==> src/rtl/decode_cycle_if.sv <==
// Decode-stage bus bundle: fetch inputs, writeback port and ID/EX outputs.
// Latency: n/a (wires only).
// Backpressure: none; the only stall-like control is FlushE.
//   slave  modport: the decode stage (consumes fetch/writeback, drives *E)
//   master modport: the surrounding pipeline / testbench
interface decode_cycle_if #(
    parameter int XLEN = 64
);
    // fetch side
    logic [31:0]     InstrD;
    logic [XLEN-1:0] PCD;
    logic [XLEN-1:0] PCPlus4D;
    logic            FlushE;
    // writeback side
    logic            RegWriteW;
    logic [4:0]      RDW;
    logic [XLEN-1:0] ResultW;
    // ID/EX register outputs
    logic            RegWriteE;
    logic [1:0]      ResultSrcE;
    logic            MemWriteE;
    logic            JumpE;
    logic            BranchE;
    logic            ALUSrcE;
    logic [2:0]      ALUControlE;
    logic [2:0]      Funct3E;
    logic [XLEN-1:0] RD1E;
    logic [XLEN-1:0] RD2E;
    logic [XLEN-1:0] ImmExtE;
    logic [4:0]      RS1E;
    logic [4:0]      RS2E;
    logic [4:0]      RDE;
    logic [XLEN-1:0] PCE;
    logic [XLEN-1:0] PCPlus4E;

    modport slave (
        input  InstrD, PCD, PCPlus4D, FlushE, RegWriteW, RDW, ResultW,
        output RegWriteE, ResultSrcE, MemWriteE, JumpE, BranchE, ALUSrcE,
               ALUControlE, Funct3E, RD1E, RD2E, ImmExtE, RS1E, RS2E, RDE,
               PCE, PCPlus4E
    );

    modport master (
        output InstrD, PCD, PCPlus4D, FlushE, RegWriteW, RDW, ResultW,
        input  RegWriteE, ResultSrcE, MemWriteE, JumpE, BranchE, ALUSrcE,
               ALUControlE, Funct3E, RD1E, RD2E, ImmExtE, RS1E, RS2E, RDE,
               PCE, PCPlus4E
    );
endinterface

==> src/rtl/decode_cycle.sv <==
// RV64I decode stage: register file, control/ALU decode, immediate extension.
// Latency: 1 cycle, InstrD/PCD/PCPlus4D -> registered *E outputs.
// Backpressure: none; FlushE loads a bubble into ID/EX, writeback is always honoured.
//   clk, rst : clock and asynchronous active-high reset
//   dif      : decode_cycle_if.slave (fetch inputs, writeback port, ID/EX outputs)
module decode_cycle #(
    parameter int XLEN   = 64,
    parameter int REG_AW = 5
) (
    input  logic          clk,
    input  logic          rst,
    decode_cycle_if.slave dif
);
    localparam int NREG = 2 ** REG_AW;

    localparam logic [6:0] OP_LD  = 7'b0000011;
    localparam logic [6:0] OP_SD  = 7'b0100011;
    localparam logic [6:0] OP_R   = 7'b0110011;
    localparam logic [6:0] OP_I   = 7'b0010011;
    localparam logic [6:0] OP_B   = 7'b1100011;
    localparam logic [6:0] OP_JAL = 7'b1101111;

    localparam logic [2:0] ALU_ADD = 3'b000;
    localparam logic [2:0] ALU_SUB = 3'b001;
    localparam logic [2:0] ALU_AND = 3'b010;
    localparam logic [2:0] ALU_OR  = 3'b011;
    localparam logic [2:0] ALU_SLT = 3'b101;

    typedef enum logic [2:0] {IMM_NONE, IMM_I, IMM_S, IMM_B, IMM_J} imm_src_t;

    typedef struct packed {
        logic            reg_write;
        logic [1:0]      result_src;
        logic            mem_write;
        logic            jump;
        logic            branch;
        logic            alu_src;
        logic [2:0]      alu_control;
        logic [2:0]      funct3;
        logic [XLEN-1:0] rd1;
        logic [XLEN-1:0] rd2;
        logic [XLEN-1:0] imm_ext;
        logic [4:0]      rs1;
        logic [4:0]      rs2;
        logic [4:0]      rd;
        logic [XLEN-1:0] pc;
        logic [XLEN-1:0] pc_plus4;
    } idex_t;

    logic [XLEN-1:0] rf_q [NREG];
    logic [XLEN-1:0] rf_d [NREG];
    idex_t           idex_q, idex_d;

    logic [31:0]     instr;
    logic [6:0]      opcode;
    logic [2:0]      funct3;
    logic [4:0]      rs1, rs2, rd;
    logic            wr_en;

    assign instr  = dif.InstrD;
    assign opcode = instr[6:0];
    assign funct3 = instr[14:12];
    assign rs1    = instr[19:15];
    assign rs2    = instr[24:20];
    assign rd     = instr[11:7];
    assign wr_en  = dif.RegWriteW && (dif.RDW != 5'd0);

    // Register file write; x0 is never written so it stays zero after reset.
    always_comb begin
        rf_d = rf_q;
        if (wr_en) begin
            rf_d[dif.RDW[REG_AW-1:0]] = dif.ResultW;
        end
    end

    // Operand reads bypass a same-cycle writeback so W->D needs no extra stall.
    logic [XLEN-1:0] rd1, rd2;
    always_comb begin
        rd1 = '0;
        rd2 = '0;
        if (rs1 != 5'd0) begin
            rd1 = (wr_en && dif.RDW == rs1) ? dif.ResultW : rf_q[rs1[REG_AW-1:0]];
        end
        if (rs2 != 5'd0) begin
            rd2 = (wr_en && dif.RDW == rs2) ? dif.ResultW : rf_q[rs2[REG_AW-1:0]];
        end
    end

    // Main decode
    logic       reg_write, mem_write, branch, alu_src, jump;
    logic [1:0] result_src, alu_op;
    imm_src_t   imm_src;
    always_comb begin
        reg_write  = 1'b0;
        mem_write  = 1'b0;
        branch     = 1'b0;
        alu_src    = 1'b0;
        jump       = 1'b0;
        result_src = 2'b00;
        alu_op     = 2'b00;
        imm_src    = IMM_NONE;
        case (opcode)
            OP_LD: begin
                reg_write = 1'b1; imm_src = IMM_I; alu_src = 1'b1; result_src = 2'b01;
            end
            OP_SD: begin
                imm_src = IMM_S; alu_src = 1'b1; mem_write = 1'b1;
            end
            OP_R: begin
                reg_write = 1'b1; alu_op = 2'b10;
            end
            OP_I: begin
                reg_write = 1'b1; imm_src = IMM_I; alu_src = 1'b1; alu_op = 2'b10;
            end
            OP_B: begin
                imm_src = IMM_B; branch = 1'b1; alu_op = 2'b01;
            end
            OP_JAL: begin
                reg_write = 1'b1; imm_src = IMM_J; result_src = 2'b10; jump = 1'b1;
            end
            default: ;
        endcase
    end

    // ALU decode; instr[30] selects sub only for register-register ops,
    // since for addi that bit is part of the immediate.
    logic [2:0] alu_control;
    always_comb begin
        alu_control = ALU_ADD;
        case (alu_op)
            2'b01: alu_control = ALU_SUB;
            2'b10: begin
                case (funct3)
                    3'b000:  alu_control = (opcode == OP_R && instr[30]) ? ALU_SUB : ALU_ADD;
                    3'b010:  alu_control = ALU_SLT;
                    3'b110:  alu_control = ALU_OR;
                    3'b111:  alu_control = ALU_AND;
                    default: alu_control = ALU_ADD;
                endcase
            end
            default: alu_control = ALU_ADD;
        endcase
    end

    // Immediate extension
    logic [XLEN-1:0] imm_ext;
    always_comb begin
        imm_ext = '0;
        case (imm_src)
            IMM_I: imm_ext = {{(XLEN-12){instr[31]}}, instr[31:20]};
            IMM_S: imm_ext = {{(XLEN-12){instr[31]}}, instr[31:25], instr[11:7]};
            IMM_B: imm_ext = {{(XLEN-13){instr[31]}}, instr[31], instr[7],
                              instr[30:25], instr[11:8], 1'b0};
            IMM_J: imm_ext = {{(XLEN-21){instr[31]}}, instr[31], instr[19:12],
                              instr[20], instr[30:21], 1'b0};
            default: imm_ext = '0;
        endcase
    end

    always_comb begin
        idex_d             = '0;
        idex_d.reg_write   = reg_write;
        idex_d.result_src  = result_src;
        idex_d.mem_write   = mem_write;
        idex_d.jump        = jump;
        idex_d.branch      = branch;
        idex_d.alu_src     = alu_src;
        idex_d.alu_control = alu_control;
        idex_d.funct3      = funct3;
        idex_d.rd1         = rd1;
        idex_d.rd2         = rd2;
        idex_d.imm_ext     = imm_ext;
        idex_d.rs1         = rs1;
        idex_d.rs2         = rs2;
        idex_d.rd          = rd;
        idex_d.pc          = dif.PCD;
        idex_d.pc_plus4    = dif.PCPlus4D;
        if (dif.FlushE) begin
            idex_d = '0;
        end
    end

    always_ff @(posedge clk or posedge rst) begin
        if (rst) begin
            idex_q <= '0;
            for (int i = 0; i < NREG; i++) begin
                rf_q[i] <= '0;
            end
        end else begin
            idex_q <= idex_d;
            rf_q   <= rf_d;
        end
    end

    assign dif.RegWriteE   = idex_q.reg_write;
    assign dif.ResultSrcE  = idex_q.result_src;
    assign dif.MemWriteE   = idex_q.mem_write;
    assign dif.JumpE       = idex_q.jump;
    assign dif.BranchE     = idex_q.branch;
    assign dif.ALUSrcE     = idex_q.alu_src;
    assign dif.ALUControlE = idex_q.alu_control;
    assign dif.Funct3E     = idex_q.funct3;
    assign dif.RD1E        = idex_q.rd1;
    assign dif.RD2E        = idex_q.rd2;
    assign dif.ImmExtE     = idex_q.imm_ext;
    assign dif.RS1E        = idex_q.rs1;
    assign dif.RS2E        = idex_q.rs2;
    assign dif.RDE         = idex_q.rd;
    assign dif.PCE         = idex_q.pc;
    assign dif.PCPlus4E    = idex_q.pc_plus4;
endmodule

==> src/flat_wrapper.sv <==
// flat-port wrapper written by rule: the top's interface ports become plain ports
module decode_cycle_flat 
#(
    parameter int XLEN   = 64,
    parameter int REG_AW = 5
)
  (clk, rst, dif_InstrD, dif_PCD, dif_PCPlus4D, dif_FlushE, dif_RegWriteW, dif_RDW, dif_ResultW, dif_RegWriteE, dif_ResultSrcE, dif_MemWriteE, dif_JumpE, dif_BranchE, dif_ALUSrcE, dif_ALUControlE, dif_Funct3E, dif_RD1E, dif_RD2E, dif_ImmExtE, dif_RS1E, dif_RS2E, dif_RDE, dif_PCE, dif_PCPlus4E);
  decode_cycle_if #(.XLEN(XLEN)) dif_i ();
  input  logic clk;
  input  logic rst;
  input wire logic [$bits(dif_i.InstrD)-1:0] dif_InstrD;
  input wire logic [$bits(dif_i.PCD)-1:0] dif_PCD;
  input wire logic [$bits(dif_i.PCPlus4D)-1:0] dif_PCPlus4D;
  input wire logic [$bits(dif_i.FlushE)-1:0] dif_FlushE;
  input wire logic [$bits(dif_i.RegWriteW)-1:0] dif_RegWriteW;
  input wire logic [$bits(dif_i.RDW)-1:0] dif_RDW;
  input wire logic [$bits(dif_i.ResultW)-1:0] dif_ResultW;
  output wire logic [$bits(dif_i.RegWriteE)-1:0] dif_RegWriteE;
  output wire logic [$bits(dif_i.ResultSrcE)-1:0] dif_ResultSrcE;
  output wire logic [$bits(dif_i.MemWriteE)-1:0] dif_MemWriteE;
  output wire logic [$bits(dif_i.JumpE)-1:0] dif_JumpE;
  output wire logic [$bits(dif_i.BranchE)-1:0] dif_BranchE;
  output wire logic [$bits(dif_i.ALUSrcE)-1:0] dif_ALUSrcE;
  output wire logic [$bits(dif_i.ALUControlE)-1:0] dif_ALUControlE;
  output wire logic [$bits(dif_i.Funct3E)-1:0] dif_Funct3E;
  output wire logic [$bits(dif_i.RD1E)-1:0] dif_RD1E;
  output wire logic [$bits(dif_i.RD2E)-1:0] dif_RD2E;
  output wire logic [$bits(dif_i.ImmExtE)-1:0] dif_ImmExtE;
  output wire logic [$bits(dif_i.RS1E)-1:0] dif_RS1E;
  output wire logic [$bits(dif_i.RS2E)-1:0] dif_RS2E;
  output wire logic [$bits(dif_i.RDE)-1:0] dif_RDE;
  output wire logic [$bits(dif_i.PCE)-1:0] dif_PCE;
  output wire logic [$bits(dif_i.PCPlus4E)-1:0] dif_PCPlus4E;
  assign dif_i.InstrD = dif_InstrD;
  assign dif_i.PCD = dif_PCD;
  assign dif_i.PCPlus4D = dif_PCPlus4D;
  assign dif_i.FlushE = dif_FlushE;
  assign dif_i.RegWriteW = dif_RegWriteW;
  assign dif_i.RDW = dif_RDW;
  assign dif_i.ResultW = dif_ResultW;
  assign dif_RegWriteE = dif_i.RegWriteE;
  assign dif_ResultSrcE = dif_i.ResultSrcE;
  assign dif_MemWriteE = dif_i.MemWriteE;
  assign dif_JumpE = dif_i.JumpE;
  assign dif_BranchE = dif_i.BranchE;
  assign dif_ALUSrcE = dif_i.ALUSrcE;
  assign dif_ALUControlE = dif_i.ALUControlE;
  assign dif_Funct3E = dif_i.Funct3E;
  assign dif_RD1E = dif_i.RD1E;
  assign dif_RD2E = dif_i.RD2E;
  assign dif_ImmExtE = dif_i.ImmExtE;
  assign dif_RS1E = dif_i.RS1E;
  assign dif_RS2E = dif_i.RS2E;
  assign dif_RDE = dif_i.RDE;
  assign dif_PCE = dif_i.PCE;
  assign dif_PCPlus4E = dif_i.PCPlus4E;
  decode_cycle #(.XLEN(XLEN), .REG_AW(REG_AW)) u_core (.clk(clk), .rst(rst), .dif(dif_i));
endmodule
==> config.mk <==
export PLATFORM = sky130hd
export DESIGN_NAME = decode_cycle_flat
export DESIGN_NICKNAME = d
export VERILOG_FILES = /design/src/rtl/decode_cycle_if.sv /design/src/rtl/decode_cycle.sv /design/src/flat_wrapper.sv
export SDC_FILE = /design/constraint.sdc
export NUM_CORES = 2
export LEC_CHECK = 0
export ABC_AREA = 0
export ABC_CLOCK_PERIOD_IN_PS = 159000
export BUFFER_PORTS_ARGS = -buffer_cell sky130_fd_sc_hd__buf_2
export CAP_MARGIN = 20
export CORE_AREA = 2 2 523 525
export DETAILED_ROUTE_END_ITERATION = 10
export DIE_AREA = 0 0 525 527
export SETUP_SLACK_MARGIN = 0.2
export SLEW_MARGIN = 40
export SYNTH_ARGS = -nofsm -noshare
export SYNTH_HDL_FRONTEND = slang
export SYNTH_SLANG_ARGS = --single-unit
==> constraint.sdc <==
create_clock -name clk -period 159 [get_ports clk]
set_input_delay 7.95 -clock clk [delete_from_list [all_inputs] [get_ports clk]]
set_output_delay 7.95 -clock clk [all_outputs]
set_load 0.01 [all_outputs]
; Word-level counts from Yosys, hierarchy flattened
; Index checks and enable logic that the tools add are counted.
; Widths: inputs -> output; s select.
[word_totals]
in_bits = 233
elab_cells = 111
regBits = 2396
output_inout_bits = 348
[classes]
n_lt_le_gt_ge = 4
n_eq_ne = 17
bitwise = 3
reduce_logical = 13
n_mux = 26
[op_table]
columns = op, count
row1 = $bwmux 2048, 1
row2 = $bmux 64 s5, 2
row3 = $mux 64, 9
row4 = $mux 348, 1
row5 = $demux 64 s5, 1
row6 = $pmux 64 s4, 1
row7 = $pmux 3 s4, 2
row8 = $ge 6x6->1 const B, 3
row9 = $not 5->6, 3
row10 = $reduce_bool 5->1, 3
row11 = $eq 7x6->1 const B, 2
row12 = $eq 7x7->1 const B, 2
row13 = $eq 5x5->1, 2
row14 = $eq 3x2->1 const B, 3
row15 = $eq 3x3->1 const B, 3
row16 = $pmux 2 s2, 2
row17 = $eq 7x2->1 const B, 1
row18 = $eq 7x5->1 const B, 1
row19 = $lt 6x1->1 const B, 1
row20 = $mux 1, 6
row21 = $pmux 3 s2, 1
row22 = $logic_and 1x1->1, 5
row23 = $reduce_or 2->1, 2
row24 = $reduce_or 4->1, 1
row25 = 5 further kinds, 5

; Longest topological paths before layout
[logic_depth]
word_depth = 7
depth_mapped = 10
mapped_depth_nobuf = 7

; Worst setup path after synthesis
; No wires, ideal clock.
[synth_path]
path_type = input to register
startpoint = in dif_InstrD[15]
endpoint = reg u_core.idex_q, in the netlist u_core.dif.RD1E[12]
setup_time_ns = 0.124
required_ns = 158.876
arrival_time_ns = 9.697
cell_stages = 7
setup_slack_ns = 149.179
n_path_buf = 3
cell_sequence = clkbuf_1 buf_2 buf_2 mux4_2 a211oi_1 a211oi_1 a211o_1
[synth_rtl]
columns = element, line_no
row1 = start: declaration, flat_wrapper.sv:11  ; input wire logic [$bits(dif_i.InstrD)-1:0] dif_InstrD;
row2 = end signal: assignment, decode_cycle.sv:190  ; idex_q <= idex_d;
row3 = end: declaration, decode_cycle.sv:52  ; idex_t idex_q, idex_d;

==> results.ini <==
[grt]
grt_start_max_net_pins = 159
grt_first_pass_wirelength_mm = 619
top_usage_layer = met2
use_met1_pct = 41.4
gr-usage-met3_pct = 6.20
antenna_found_initial = 64
grt.total_usage_pct = 31.1
grt.overflow.total = 0
grt_pass1_vias = 80800
grtUsageMet2_pct = 48.7

[timing]
slew_violations = 0
fin_crit_sh_pct = 7.52
setup_ws_ns = 147.04
relSlewSlack_pct = 35.0
tightest_slew_ns = 0.975
fin_skew_ns = 0.0390
layout_min_cycle_time_ns = 11.96
whs_ns = 0.396
clock.fmax_mhz = 83.6
hold_viol_final = 0
setup_viol = 0
tns_ns = 0
rsz0062_at_grt = false

[finish]
layout_commonest_cell = dfrtp_1
final_cell_mix = 2,351 x dfrtp_1, 1,969 x mux2_2, 875 x mux4_2, 571 x buf_2, 366 x mux2i_1
area_growth_pct = 12.8
stdcell_area_um2 = 134000
final_core_util_pct = 49.2
drive_above_1_share_pct = 50.0
fin_cells = 11900
nets = 8372

[floorplanning]
boundaryPins = 581
rows = 192
fp.dieH_um = 527
dieArea_um2 = 277000
start_util_pct = 43.6
chipWidth_um = 525
coreArea_um2 = 272000

[yosys]
ys_seq_elements = 2352
synth_edf_count = 0
yosysSeqAreaShare_pct = 49.6
synth_flop_cell = dfrtp_1
ys_types = 72
postSynthCellCount = 7964
syn_avg_cell_area_um2 = 14.9
synth_nets = 8199
synth-warning-count = 0
async_flop_share_pct = 100
syn_area_um2 = 119000

[route]
first_pass_iters = 5
drc = 0
wirelength_mm = 437
post_drt_wl_per_cell_um = 36.6
drt-initial-drc-count = 8141
vias = 79300
drtAntennaViolNets = 0
viasPerCell = 6.64

[outcome]
status = complete, no violations

[clock_network]
ctsHoldBuffers = 0
cts_num_sinks = 2352
clockBufferDepth = 4
cts_tree = yes
htree_num_levels = 5
clkTransAtPathRegs_ns = 0.06
clk_latency_ns = 0.86
root_buffer = clkbuf_16
post_cts_buffers = 0
numCtsBuffers = 277
post_cts_resized = 0

[place]
dp_hpwl_mm = 253
port_buffers = 580
place_inst = 11400
place_congestion = 0.896
place_area_um2 = 124000
place_ws_ns = 146.07

[worst_setup_path]
crit_family = buffers and inverters
crit_type = in -> reg
rr_startpoint = u_core.rf_q[1827]
crit_path_frequent_cell = buf_4
slowest_stage = buf_4
cp-end-kind = register
worstSetupStartpointType = input port
reg2reg_slack_ns = 156.67
reg2reg_depth = 5
cp_data_arrival_time_ns = 12.70
slowest_delay_ns = 0.71
path_cells = buf_8, buf_4, buf_4, buf_4, buf_6, mux4_2, nor2b_1, a211oi_1, a211oi_1, a211o_1
required_ns = 159.74
crit_fanout = 51
timing.rr.end = u_core.dif.RD1E[35]
timing.critical_path.buf_inv = 5

[power]
ir_drop_v = 0.00000868
p_per_area_nw_per_um2 = 13.0
total_power_mw = 1.74
leakage_nw = 59.7

[min_path]
hold_depth = 0
worstHoldPathType = reg -> reg
min-delay-start = u_core.rf_q[1999]
min_to = u_core.rf_q[1999]

[job]
cap_violations = 0

cell families (layout without fill, tap and decap cells):
family          count (synthesis)  count (layout)  share of synthesized area, %
compound gates                854             854                          5.11
xor+xnor                       10              10                        0.0738
fa+ha+maj                       2               2                        0.0211
buf+inv                       927            1295                          3.75
flops                        2352            2352                          49.6
mux                          3249            3249                          38.8
other cells                     0              25                             0
simple gates                  570             570                          2.64
registers in the layout, indices dropped and copies added (netlist names), 3 cells and up:
| name | cells |
|---|---|
| u_core.dif.Funct3E | 3 |
| u_core.dif.RD2E | 64 |
| u_core.dif.PCPlus4E | 64 |
| u_core.dif.RD1E | 64 |
| u_core.dif.RDE | 5 |
| u_core.rf_q | 2048 |
| u_core.dif.PCE | 64 |
| u_core.dif.RS2E | 5 |
| u_core.dif.RS1E | 5 |
| u_core.dif.ALUControlE | 3 |
| u_core.dif.ImmExtE | 21 |
worst max-delay path by stage:
stage	startpoint	to	slack, ns	cells past startpoint
floorplan	rst	u_core.dif.ALUControlE[0]	84.58	1
global placement	rst	u_core.rf_q[1298]	145.50	8
detailed placement	dif_InstrD[15]	u_core.dif.RD1E[59]	146.07	10
CTS	dif_InstrD[15]	u_core.dif.RD1E[59]	146.95	10
global route	dif_InstrD[15]	u_core.dif.RD1E[59]	146.59	10
finish	dif_InstrD[15]	u_core.dif.RD1E[59]	147.04	10
per-layer routing:
layer | share of wire [%] | wire [um]
met1 | 40 | 175000
met2 | 46 | 203000
met3 | 8.0 | 34900
met4 | 5.5 | 24000
met5 | 0.042 | 184
cell type report:
type                       count  area [um^2]
fill                       23100       138000
timing repair buffer         813         5480
clock inverter                68          811
tap                         3589         4490
clock buffer                 406         8280
antenna                       25         62.6
multi-input combinational   4685        55800
sequential                  2352        58900
inverter                       8         45.0
cell usage after synthesis, types with 5 or more instances:
cell      instances  area [um^2]
buf_1            32          120
nand3b_1          8         60.1
mux2_2         1969        22200
a311oi_1         13          114
a32oi_1          10         87.6
a31oi_1          15         93.8
inv_1             8         30.0
nand2_1         138          518
mux2_1           39          439
buf_6            33          372
nor3_1           32          160
nand2b_1         11         68.8
o22ai_1          90          563
xnor2_1          10         87.6
clkbuf_1        488         1830
o21ai_0          39          195
a221oi_1         18          158
a22oi_1         243         1820
a32o_1            5         50.1
a21oi_1         138          691
a211oi_1        137         1030
a22o_1           33          289
and3_1           20          125
mux4_2          875        19700
nor4_1            8         50.1
nand3_1          32          160
a211o_1          64          561
o221ai_1         11         96.3
buf_4            95          713
mux2i_1         366         3660
buf_2           269         1350
nor2_1           44          165
or3_1             9         56.3
nor2b_1         216         1350
and2_1           12         75.1
dfrtp_1        2352        58900
report_power, final:
group	internal, mW	leakage, nW	total [mW]	switching (mW)
clock network	0.383	4.49	0.644	0.261
logic	0.180	24.9	0.312	0.132
registers	0.703	30.3	0.780	0.0777
Note: power is estimated with default switching activity, not from simulation.
